<file path="config.mk">
export PLATFORM = sky130hd
export DESIGN_NAME = seq_divider_flat
export DESIGN_NICKNAME = d
export VERILOG_FILES = /design/src/rtl/seq_divider_pkg.sv /design/src/rtl/seq_divider_if.sv /design/src/rtl/seq_divider_sub.sv /design/src/rtl/seq_divider.sv /design/src/flat_wrapper.sv
export SDC_FILE = /design/constraint.sdc
export NUM_CORES = 1
export LEC_CHECK = 0
export ABC_AREA = 1
export ABC_CLOCK_PERIOD_IN_PS = 22300
export BUFFER_PORTS_ARGS = -buffer_cell sky130_fd_sc_hd__buf_2
export CELL_PAD_IN_SITES_DETAIL_PLACEMENT = 1
export CELL_PAD_IN_SITES_GLOBAL_PLACEMENT = 2
export CORE_ASPECT_RATIO = 1.5
export CORE_UTILIZATION = 36
export CTS_CLUSTER_SIZE = 8
export DETAILED_ROUTE_END_ITERATION = 8
export PLACE_DENSITY = 0.95
export SLEW_MARGIN = 30
export SYNTH_ARGS = -nofsm -noshare
export SYNTH_HDL_FRONTEND = slang
export SYNTH_HIERARCHICAL = 1
export SYNTH_SLANG_ARGS = --single-unit
</file>
<file path="constraint.sdc">
create_clock -name clk -period 22.3 [get_ports clk]
set_clock_uncertainty 0.15 [all_clocks]
set_input_delay 1.115 -clock clk [delete_from_list [all_inputs] [get_ports clk]]
set_output_delay 1.115 -clock clk [all_outputs]
set_load 0.02 [all_outputs]
</file>
<file path="src/rtl/seq_divider_pkg.sv">
// Shared ALU divider package: width, FSM states, divide-by-zero constant.
// Signed support is enabled by defining SEQ_DIVIDER_SIGNED_EN.
package seq_divider_pkg;

  localparam int DIV_WIDTH = 32;

  typedef enum logic [1:0] {
    DIV_IDLE,
    DIV_BUSY,
    DIV_DONE
  } div_state_e;

  localparam logic [DIV_WIDTH-1:0] DIV_ZERO_Q = '1;

endpackage

</file>
<file path="src/rtl/seq_divider_if.sv">
// Operand and result valid/ready handshakes of the sequential divider.
// The f_signed field only matters when SEQ_DIVIDER_SIGNED_EN is defined.
interface seq_divider_if #(
  parameter int WIDTH = 32
) ();

  logic             in_valid;
  logic             in_ready;
  logic [WIDTH-1:0] a;
  logic [WIDTH-1:0] b;
  logic             f_signed;
  logic             out_valid;
  logic             out_ready;
  logic [WIDTH-1:0] quotient;
  logic [WIDTH-1:0] remainder;
  logic             div_by_zero;

  modport master (
    output in_valid,
    output a,
    output b,
    output f_signed,
    output out_ready,
    input  in_ready,
    input  out_valid,
    input  quotient,
    input  remainder,
    input  div_by_zero
  );

  modport slave (
    input  in_valid,
    input  a,
    input  b,
    input  f_signed,
    input  out_ready,
    output in_ready,
    output out_valid,
    output quotient,
    output remainder,
    output div_by_zero
  );

endinterface

</file>
<file path="src/rtl/seq_divider_sub.sv">
// Ripple-borrow subtractor: diff = a - b, borrow set when a < b.
// Used as the trial subtractor of the divider iteration.
module ripple_borrow_subtractor #(
  parameter int N = 33
) (
  input  logic [N-1:0] a,
  input  logic [N-1:0] b,
  output logic [N-1:0] diff,
  output logic         borrow
);

  always_comb begin
    logic bw;
    bw   = 1'b0;
    diff = '0;
    for (int i = 0; i < N; i++) begin
      diff[i] = a[i] ^ b[i] ^ bw;
      bw = (~a[i] & b[i])
         | (~(a[i] ^ b[i]) & bw);
    end
    borrow = bw;
  end

endmodule

</file>
<file path="src/rtl/seq_divider.sv">
// Restoring sequential divider, one quotient bit per cycle.
// Define SEQ_DIVIDER_SIGNED_EN for signed division via f_signed.
module seq_divider
  import seq_divider_pkg::*;
#(
  parameter int WIDTH = DIV_WIDTH
) (
  input logic      clk,
  input logic      reset_n,
  seq_divider_if.slave bus
);

  localparam int CW = $clog2(WIDTH);

  div_state_e state_q;
  div_state_e state_d;

  logic [WIDTH-1:0] div_q;
  logic [WIDTH-1:0] rem_q;
  logic [WIDTH-1:0] quo_q;
  logic [CW-1:0]    cnt_q;

  logic [WIDTH-1:0] q_out;
  logic [WIDTH-1:0] r_out;
  logic             dbz_q;

  logic [WIDTH:0]   shifted;
  logic [WIDTH:0]   diff;
  logic             borrow;
  logic [WIDTH-1:0] rem_step;
  logic [WIDTH-1:0] quo_step;
  logic [WIDTH-1:0] a_mag;
  logic [WIDTH-1:0] b_mag;
  logic [WIDTH-1:0] quo_fix;
  logic [WIDTH-1:0] rem_fix;

  logic accept;
  logic zero_start;
  logic start;
  logic busy;
  logic last;

  assign accept     = bus.in_valid
                   && (state_q == DIV_IDLE);
  assign zero_start = accept && (bus.b == '0);
  assign start      = accept && (bus.b != '0);
  assign busy       = (state_q == DIV_BUSY);
  assign last       = busy
                   && (cnt_q == CW'(WIDTH-1));

  assign shifted = {rem_q, quo_q[WIDTH-1]};

  ripple_borrow_subtractor #(
    .N(WIDTH+1)
  ) u_sub (
    .a     (shifted),
    .b     ({1'b0, div_q}),
    .diff  (diff),
    .borrow(borrow)
  );

  assign rem_step = borrow ? shifted[WIDTH-1:0]
                           : diff[WIDTH-1:0];
  assign quo_step = {quo_q[WIDTH-2:0], ~borrow};

`ifdef SEQ_DIVIDER_SIGNED_EN
  logic sa;
  logic sb;
  logic neg_q_q;
  logic neg_r_q;

  assign sa    = bus.f_signed & bus.a[WIDTH-1];
  assign sb    = bus.f_signed & bus.b[WIDTH-1];
  assign a_mag = sa ? -bus.a : bus.a;
  assign b_mag = sb ? -bus.b : bus.b;

  // Quotient sign follows the operand signs, remainder follows the dividend.
  assign quo_fix = neg_q_q ? -quo_step : quo_step;
  assign rem_fix = neg_r_q ? -rem_step : rem_step;

  always_ff @(posedge clk or negedge reset_n) begin
    if (!reset_n) begin
      neg_q_q <= 1'b0;
      neg_r_q <= 1'b0;
    end else if (start) begin
      neg_q_q <= sa ^ sb;
      neg_r_q <= sa;
    end
  end
`else
  logic unused_f_signed;

  assign unused_f_signed = bus.f_signed;
  assign a_mag   = bus.a;
  assign b_mag   = bus.b;
  assign quo_fix = quo_step;
  assign rem_fix = rem_step;
`endif

  always_ff @(posedge clk or negedge reset_n) begin
    if (!reset_n) begin
      state_q <= DIV_IDLE;
    end else begin
      state_q <= state_d;
    end
  end

  always_comb begin
    state_d = state_q;
    unique case (state_q)
      DIV_IDLE: begin
        if (zero_start) begin
          state_d = DIV_DONE;
        end else if (start) begin
          state_d = DIV_BUSY;
        end
      end
      DIV_BUSY: begin
        if (last) begin
          state_d = DIV_DONE;
        end
      end
      DIV_DONE: begin
        if (bus.out_ready) begin
          state_d = DIV_IDLE;
        end
      end
      default: state_d = DIV_IDLE;
    endcase
  end

  always_ff @(posedge clk or negedge reset_n) begin
    if (!reset_n) begin
      div_q <= '0;
      rem_q <= '0;
      quo_q <= '0;
      cnt_q <= '0;
    end else if (start) begin
      div_q <= b_mag;
      rem_q <= '0;
      quo_q <= a_mag;
      cnt_q <= '0;
    end else if (busy) begin
      rem_q <= rem_step;
      quo_q <= quo_step;
      cnt_q <= cnt_q + 1'b1;
    end
  end

  always_ff @(posedge clk or negedge reset_n) begin
    if (!reset_n) begin
      q_out <= '0;
      r_out <= '0;
      dbz_q <= 1'b0;
    end else if (zero_start) begin
      q_out <= WIDTH'(DIV_ZERO_Q);
      r_out <= bus.a;
      dbz_q <= 1'b1;
    end else if (last) begin
      q_out <= quo_fix;
      r_out <= rem_fix;
      dbz_q <= 1'b0;
    end
  end

  assign bus.in_ready    = (state_q == DIV_IDLE);
  assign bus.out_valid   = (state_q == DIV_DONE);
  assign bus.quotient    = q_out;
  assign bus.remainder   = r_out;
  assign bus.div_by_zero = dbz_q;

endmodule

</file>
<file path="src/flat_wrapper.sv">
// flat-port wrapper written by rule: the top's interface ports become plain ports
module seq_divider_flat import seq_divider_pkg::*;
#(
  parameter int WIDTH = DIV_WIDTH
)
  (clk, reset_n, bus_in_valid, bus_a, bus_b, bus_f_signed, bus_out_ready, bus_in_ready, bus_out_valid, bus_quotient, bus_remainder, bus_div_by_zero);
  seq_divider_if #(.WIDTH(WIDTH)) bus_i ();
  input logic clk;
  input logic reset_n;
  input wire logic [$bits(bus_i.in_valid)-1:0] bus_in_valid;
  input wire logic [$bits(bus_i.a)-1:0] bus_a;
  input wire logic [$bits(bus_i.b)-1:0] bus_b;
  input wire logic [$bits(bus_i.f_signed)-1:0] bus_f_signed;
  input wire logic [$bits(bus_i.out_ready)-1:0] bus_out_ready;
  output wire logic [$bits(bus_i.in_ready)-1:0] bus_in_ready;
  output wire logic [$bits(bus_i.out_valid)-1:0] bus_out_valid;
  output wire logic [$bits(bus_i.quotient)-1:0] bus_quotient;
  output wire logic [$bits(bus_i.remainder)-1:0] bus_remainder;
  output wire logic [$bits(bus_i.div_by_zero)-1:0] bus_div_by_zero;
  assign bus_i.in_valid = bus_in_valid;
  assign bus_i.a = bus_a;
  assign bus_i.b = bus_b;
  assign bus_i.f_signed = bus_f_signed;
  assign bus_i.out_ready = bus_out_ready;
  assign bus_in_ready = bus_i.in_ready;
  assign bus_out_valid = bus_i.out_valid;
  assign bus_quotient = bus_i.quotient;
  assign bus_remainder = bus_i.remainder;
  assign bus_div_by_zero = bus_i.div_by_zero;
  seq_divider #(.WIDTH(WIDTH)) u_core (.clk(clk), .reset_n(reset_n), .bus(bus_i));
endmodule
</file>
==> results of run 1 <==
==> sequential cells by signal, indices dropped and copies added, names as in the netlist <==
name,cells
u_core/cnt_q,5
u_core/rem_q,32
u_core/bus.quotient,32
u_core/state_q,2
u_core/bus.remainder,32
u_core/quo_q,32
u_core/div_q,32
u_core/bus.div_by_zero,1
==> layer usage <==
metal | GRT usage [%] | part of all wire, % | routed length, microns | vias to the layer above
li1 | - | - | - | 3860
met1 | 25.4 | 43 | 10800 | 3829
met2 | 37.2 | 52 | 13100 | 136
met3 | 3.14 | 3.6 | 899 | 21
met4 | 6.46 | 1.6 | 395 | 0
met5 | 0 | 0 | 0 | -
==> cell usage in the layout, fill, tap and decap left out, types with 2 or more instances in the layout <==
| master | synthesis | layout |
|---|---|---|
| inv_1 | 109 | 106 |
| clkbuf_8 | 0 | 3 |
| clkinvlp_4 | 0 | 4 |
| dfrtp_1 | 168 | 168 |
| buf_2 | 19 | 133 |
| nand3_1 | 180 | 180 |
| inv_2 | 1 | 4 |
| clkbuf_16 | 0 | 17 |
| ha_1 | 3 | 3 |
| nand2_1 | 583 | 582 |
| fa_1 | 32 | 32 |
| clkinv_4 | 0 | 4 |
| inv_6 | 0 | 2 |
| buf_4 | 9 | 8 |
| nor2_1 | 30 | 30 |
| nor2_4 | 2 | 2 |
| xor2_1 | 3 | 3 |
| mux2i_1 | 15 | 15 |
| clkinv_2 | 0 | 2 |
==> final cells by class <==
type | instances | area, sq um | area share [%]
well taps | 324 | 405 | 3.86
multi-input cells | 855 | 4150 | 39.5
clock buffers | 19 | 453 | 4.31
flip-flops and latches | 168 | 4200 | 40.0
repair buffers | 143 | 751 | 7.15
inverters | 111 | 417 | 3.97
clock inverters | 13 | 123 | 1.17
==> cell families after synthesis <==
logic type               after synthesis  share of synthesized area [%]
multiplexers                          15                           1.65
XOR/XNOR                               3                          0.289
adder cells (fa/ha/maj)               35                           7.47
AO/OA/AOI/OAI                          3                          0.234
other                                  1                         0.0413
AND/OR/NAND/NOR                      798                           35.7
flip-flops                           168                           46.3
buffers and inverters                183                           8.28
==> metrics by stage <==
stage               cells  hold WS, ns
global route         1633        0.363
finish               1633        0.330
global placement     1601        0.308
detailed placement   1601        0.322
CTS                  1633        0.337
floorplan            1206        0.299
==> critical path: cells and delay by family, from the launching register on <==
family / cells / cell delay, ns
adders and majority gates: 33 / 12.55
buffers and inverters: 6 / 0.79
DFF: 1 / 0.41
and+or+nand+nor: 6 / 0.58
==> power by group through the flow <==
stage,sequential [W],combinational (W),clock [W]
global placement,0.000542,0.000726,0
detailed placement,0.000547,0.000769,0
finish,0.000541,0.000771,0.000289
CTS,0.000543,0.000785,0.000297
floorplan,0.000567,0.000526,0
global route,0.000559,0.000898,0.000306
==> how the worst max path moves through the flow <==
| stage | end | slack, ns |
|---|---|---|
| 6_report | u_core/bus.remainder[9] | 7.73 |
| 3_5_place_dp | u_core/bus.remainder[14] | 7.81 |
| 2_1_floorplan | u_core/bus.remainder[22] | 8.80 |
| 5_1_grt | u_core/bus.remainder[14] | 7.18 |
| 3_3_place_gp | u_core/bus.remainder[12] | 7.49 |
| 4_1_cts | u_core/bus.remainder[9] | 7.69 |
==> results.ini, run 1 <==
[clocking]
clock_path_buffers=2
cts.sinks=168
cts_max_level=4
cts_tree=yes
postCtsSetupRepairBufs=0
ctsResizeCount=0
cts_hold_buf=0
cts_inserted_buffers=17
clk_latency_ns=0.43
path_clk_slew_ns=0.07
cts_root_buf=clkbuf_16

[worst_setup_path]
crit_required_ns=22.52
crit_top_cell=fa_1
r2r_slack_ns=7.73
end_kind=register
r2r_start=u_core/quo_q[31]
cp-startpoint=u_core/quo_q[31]
reg2reg_depth=45
crit_path_max_incr_delay_ns=0.47
cp.arrival_ns=14.79
cp_max_fo=33
timing.rr.end=u_core/bus.remainder[9]
crit_slowest_cell=inv_2
path_class=register to register
crit_path_start_kind=register

[power]
power_frac_clock_pct=18.1
switchingPower_w=0.000726
p_int_w=0.000875
sw_frac_of_total_pct=45.4
leakage_nw=5.87
pwr-share-comb_pct=48.2
seqPwrFrac_pct=33.8
power_density_nw_per_um2=152
ir_worst_vdd_uv=65.6
p_total_w=0.00160

[synthesis]
synth_largest_area_cell=dfrtp_1
ys_types=24
synthCells=1206
synthTopCellsByCount=nand2_1 (583), nand3_1 (180), dfrtp_1 (168), inv_1 (109), clkbuf_1 (40)
synth_top_area_share_pct=46.3
ys_seq_elements=168
syn-num-nets=1310
synth_edf_count=0
netlist_area_sq_um=9080
ys.flop_type=dfrtp_1
syn_area_per_cell_sq_um=7.53
yosysWarnings=6
post-synth-top-count-cell=nand2_1
seq_area_frac_synth_pct=46.3
synth_area_leaders=dfrtp_1 (46%), nand2_1 (24%), nand3_1 (9.9%), fa_1 (7.1%), inv_1 (4.5%)
async_flop_share_pct=100

[flow_run]
maxCapViolations=0

[sta]
slew_headroom_pct=37.7
finalCritPeriodShare_pct=65.3
fin_tns_setup_ns=0
timing.final.ws_setup_ns=7.73
tightest_slew_ns=0.932
finalHoldViolations=0
rsz0062_at_grt=no
setup_violations=0
final.min_clock_period_ns=14.57
clock.fmax_mhz=68.6
slew_viol_final=0

[global_route]
grt_max_degree=108
grt_pass1_vias=8215
antenna_found_initial=0
overflow=0
grtUsageTotal_pct=20.7
grt_pass1_wl_mm=42.7

[final_layout]
post-route-util_pct=42.7
area_delta_synth_final_pct=15.6
fin_area_sq_um=10500
fill_cells=3105
n_antenna_cell=0
fin_nets=1400
drive_gt1_share_pct=14.1

[placement]
post-place-ws_ns=7.81
finalWeightedCongestion=0.779
dpl.hpwl_mm=16.6
placed_cell_area_sq_um=9920
io_buffers=134

[floorplanning]
core_area_sq_um=24600
die_w_microns=132
io_pins=136
start_util_pct=36.9
rows=70
dieArea_sq_um=25900
die_y_microns=196

[hold_path]
hold_depth=2
min_to=u_core/bus.quotient[24]
worstHoldStart=u_core/bus.quotient[24]
min_path_type=register to register

[drt]
drc=0
routedWlPerCell_microns=15.5
num_vias=7846
route.final.wire_length_mm=25.3
first_pass_iters=4
post_drt_via_cell_ratio=4.80
first_iter_violations=378
ant_nets=0

[status]
status=finished clean

Note: power is estimated with default switching activity, not from simulation.
==> inputs of run 2 (changes only) <==
- ABC_CLOCK_PERIOD_IN_PS: 22300 -> 14990
- CORE_UTILIZATION: 36 -> 33
- PLACE_DENSITY: 0.95 -> 0.88
- clock period: 22.3 -> 14.99 ns (I/O delays scaled with it)
==> run 2 against run 1 <==
Combinational power is 49% higher. Routed wire length is 2.4% higher. Via count is 0.38% lower. Clock power is 66% higher. Final cell count is 1.2% higher. Global-route usage is 0.91 points lower. Non-clock buffer count is 3 higher. First-iteration DRC count is 24% lower.
==> results.ini, run 2 (synthesis gave the netlist of run 1 again) <==
[drt]
post_drt_via_cell_ratio=4.73
ant_nets=0
num_vias=7816
drc=0
first_pass_iters=4
route.final.wire_length_mm=25.9
routedWlPerCell_microns=15.7
first_iter_violations=287

[global_route]
antenna_found_initial=1
grtUsageTotal_pct=19.8
grt_pass1_vias=8403
grt_pass1_wl_mm=43.1
grt_max_degree=107
overflow=0

[floorplanning]
core_area_sq_um=27100
die_y_microns=205
dieArea_sq_um=28200
io_pins=136
start_util_pct=33.5
die_w_microns=137
rows=74

[clocking]
clk_latency_ns=0.44
cts_root_buf=clkbuf_16
cts_tree=yes
cts_max_level=4
clock_path_buffers=2
cts.sinks=168
postCtsSetupRepairBufs=0
ctsResizeCount=0
cts_inserted_buffers=17
cts_hold_buf=0
path_clk_slew_ns=0.06

[power]
ir_worst_vdd_uv=82.5
power_density_nw_per_um2=229
leakage_nw=5.92

[sta]
fin_tns_setup_ns=0
timing.final.ws_setup_ns=0.598
rsz0062_at_grt=no
setup_violations=0
slew_headroom_pct=39.0
slew_viol_final=0
finalHoldViolations=0
tightest_slew_ns=0.913
final.min_clock_period_ns=14.39
clock.fmax_mhz=69.5
finalCritPeriodShare_pct=96.0

[placement]
finalWeightedCongestion=0.761
placed_cell_area_sq_um=9980
io_buffers=134
dpl.hpwl_mm=17.4
post-place-ws_ns=0.615

[worst_setup_path]
cp.arrival_ns=14.62
reg2reg_depth=46
r2r_slack_ns=0.60
end_kind=register
path_class=register to register
cp_max_fo=29
crit_required_ns=15.22
crit_top_cell=fa_1
timing.rr.end=u_core/bus.remainder[19]
crit_path_max_incr_delay_ns=0.42
crit_slowest_cell=fa_1
r2r_start=u_core/quo_q[31]
crit_path_start_kind=register

[final_layout]
most-common-layout-cells=nand2_1 (582), nand3_1 (180), dfrtp_1 (168), buf_2 (133), inv_1 (107)
fill_cells=3412
layout_commonest_cell=nand2_1
fin_nets=1403
fin_area_sq_um=10600
area_delta_synth_final_pct=17.0
drive_gt1_share_pct=14.0

[status]
status=finished clean

[hold_path]
min_path_type=primary input to async pin

[flow_run]
maxCapViolations=0

## run 2: cell types whose count changed in the layout (fill, tap and decap cells not counted), sizes merged
| cell | change |
|---|---|
| clkinv | -5 |
| buf | +4 |
| bufinv | +3 |
| clkbuf | +3 |
| clkinvlp | -2 |
| inv | -2 |
| diode | +1 |
## run 2: worst max-delay path by stage
stage                startpoint  cells after the start  slack (ns)                       end
2_1_floorplan  u_core/quo_q[31]                     47        1.49  u_core/bus.remainder[25]
3_3_place_gp   u_core/quo_q[31]                     46        0.71  u_core/bus.remainder[14]
3_5_place_dp   u_core/quo_q[31]                     46        0.61  u_core/bus.remainder[18]
4_1_cts        u_core/quo_q[31]                     46        0.55  u_core/bus.remainder[18]
5_1_grt        u_core/quo_q[31]                     46        0.08  u_core/bus.remainder[13]
6_report       u_core/quo_q[31]                     46        0.60  u_core/bus.remainder[19]
## run 2: stage by stage
step / cells / total power, W / util (%) / hold slack (ns)
after floorplan: 1206 / 0.00163 / - / 0.299
after global placement: 1622 / 0.00190 / 36.7 / 0.309
after detailed placement: 1622 / 0.00197 / 36.8 / 0.322
after CTS: 1652 / 0.00247 / 39.1 / 0.197
after global routing: 1653 / 0.00269 / 39.1 / 0.238
final: 1653 / 0.00243 / 39.1 / 0.189
## run 2: report_power, final
part	leakage, nW	switching [W]	total, W	internal (W)
clock	0.307	0.000181	0.000480	0.000299
combinational	3.59	0.000735	0.00115	0.000412
sequential	2.02	0.000147	0.000805	0.000657
## run 2: per-layer routing
metal	GRT usage (%)	routed length, microns
met2	34.1	13000
met1	24.4	11600
met5	0	0
met3	3.12	682
met4	7.61	588
## run 2: cell type report
| class | count | area (sq um) | share of cell area, % |
|---|---|---|---|
| Tap cell | 342 | 428 | 4.03 |
| Sequential cell | 168 | 4200 | 39.6 |
| Clock inverter | 7 | 140 | 1.32 |
| Inverter | 111 | 417 | 3.92 |
| Timing Repair Buffer | 146 | 783 | 7.38 |
| Multi-Input combinational cell | 855 | 4150 | 39.0 |
| Clock buffer | 23 | 498 | 4.69 |
| Antenna cell | 1 | 2.50 | 0.0236 |
## run 2: worst max-delay path: cells and delay by family, from the launching register on
kind                     cells  cell delay, ns
AND/OR/NAND/NOR              6            0.52
buffers and inverters        7            0.70
flip-flops                   1            0.39
adder cells (fa/ha/maj)     33           12.55
==> inputs of run 3 (changes only) <==
- GPL_TIMING_DRIVEN: unset -> 0
- RECOVER_POWER: unset -> 50
==> run 3 against run 2 <==
The flow now finishes with violations (capacitance limit, slew limit). Routed wire length up 8.5%. Register-to-register slack about the same. Critical path depth down 1. Power down 0.83%. Final area up 0.86%. Combinational power up 3%. Via count up 3.1%. Sequential share of layout area down 0.34 points. Clock-buffer cell count up 4. Maximum frequency about the same. Critical path type unchanged. Worst hold slack better by 0.15 ns. First-iteration DRC count up 32%. Largest cell class unchanged.
==> results.ini, run 3 (synthesis gave the netlist of run 1 again) <==
[status]
status=complete, but fails checks
violations=capacitance limit, slew limit

[flow_run]
maxCapViolations=3

[clocking]
cts_tree=yes
cts_root_buf=clkbuf_16
cts_max_level=4
cts.sinks=168
clock_path_buffers=2
cts_inserted_buffers=17
clk_latency_ns=0.44
path_clk_slew_ns=0.06
cts_hold_buf=0

[worst_setup_path]
path_class=register to register
crit_path_max_incr_delay_ns=0.43
reg2reg_depth=45
r2r_start=u_core/quo_q[31]
r2r_slack_ns=0.60
crit_slowest_cell=fa_1
crit_family=adder cells
timing.rr.end=u_core/bus.remainder[13]
crit_buf_inv=6
crit_required_ns=15.17
crit_path_start_kind=register
worst-path-stages=45
end_kind=register
cp.arrival_ns=14.57
crit_top_cell=fa_1
cp_max_fo=10

[hold_path]
min_to=u_core/bus.quotient[22]
min_path_type=register to register
worstHoldStart=u_core/bus.quotient[22]
hold_depth=2

[floorplanning]
rows=74
io_pins=136
die_w_microns=137
dieArea_sq_um=28200
die_y_microns=205
core_area_sq_um=27100
start_util_pct=33.5

[sta]
slew_viol_final=173
timing.final.ws_setup_ns=0.600
rsz0062_at_grt=no
setup_violations=0
slew_headroom_pct=-199
clock.fmax_mhz=69.5
final.min_clock_period_ns=14.39
finalCritPeriodShare_pct=96.0
fin_tns_setup_ns=0
finalHoldViolations=0
hold_ws_ns=0.342
tightest_slew_ns=4.48

[final_layout]
drive_gt1_share_pct=12.3
most-common-layout-cells=nand2_1 (583), nand3_1 (180), dfrtp_1 (168), buf_2 (119), inv_1 (107)
n_antenna_cell=0
layoutNonFillerInstCount=1715
area_delta_synth_final_pct=18.0
fill_cells=3444
fin_nets=1467
layout_commonest_cell=nand2_1

[global_route]
use_met1_pct=24.9
gr-max-usage-layer=met2
met3_usage_pct=3.37
grt_use_met2_pct=39.2
grt_max_degree=83
grt_pass1_wl_mm=45.4
overflow=0
grtUsageTotal_pct=21.4
grt_pass1_vias=8606
antenna_found_initial=0

[drt]
num_vias=8062
first_iter_violations=379
route.final.wire_length_mm=28.1
post_drt_via_cell_ratio=4.70
ant_nets=0
routedWlPerCell_microns=16.4
first_pass_iters=5
drc=0

[power]
leakage_nw=5.94
ir_worst_vdd_uv=78.9
p_total_w=0.00241
power_density_nw_per_um2=225

[placement]
post-place-ws_ns=0.0460
placed_cells_incl_taps=1684
dpl.hpwl_mm=21.9
finalWeightedCongestion=0.805
io_buffers=134

[run 3: tightest hold or removal path, delay by kind of cell, from the launching register on]
kind | cells | cell delay (ns)
flops | 1 | 0.34
simple gates | 1 | 0.05
mux | 1 | 0.07
[run 3: how the worst max path moves through the flow]
| stage | start | to | slack [ns] |
|---|---|---|---|
| floorplan | u_core/quo_q[31] | u_core/bus.remainder[25] | 1.49 |
| global placement | u_core/quo_q[31] | u_core/bus.remainder[27] | 0.18 |
| detailed placement | u_core/quo_q[31] | u_core/bus.remainder[28] | 0.05 |
| CTS | u_core/quo_q[31] | u_core/bus.remainder[8] | 0.009 |
| global route | u_core/quo_q[31] | u_core/bus.remainder[18] | 0.05 |
| finish | u_core/quo_q[31] | u_core/bus.remainder[13] | 0.60 |
[run 3: metrics by stage]
stage / area, sq um / utilization (%)
floorplan: 9080 / -
global placement: 10200 / 37.5
detailed placement: 10200 / 37.8
CTS: 10800 / 39.7
global route: 10700 / 39.5
finish: 10700 / 39.5
[run 3: area by class of cell]
cell class	instances	area, sq um	area share [%]
repair buffers	139	658	6.14
well taps	342	428	4.00
flip-flops and latches	168	4200	39.3
clock buffers	27	523	4.88
multi-input cells	855	4120	38.5
clock inverters	2	12.5	0.117
plain buffers	71	345	3.22
inverters	111	417	3.89
[run 3: what timing repair did]
action                     CTS  global route
buffers inserted             0             3
setup endpoints to repair    1            60
gates resized for setup      1            16
[run 3: power breakdown]
part | switching (W) | leakage [nW] | internal, W
combinational | 0.000767 | 3.65 | 0.000422
sequential | 0.000151 | 2.02 | 0.000658
clock | 0.000179 | 0.261 | 0.000235
total | 0.00110 | 5.94 | 0.00132
[run 3: routing by layer]
metal  up-vias  wire (microns)
li1       3989               -
met1      3936           11700
met2       111           15100
met3        26             745
met4         0             490
met5         -               0
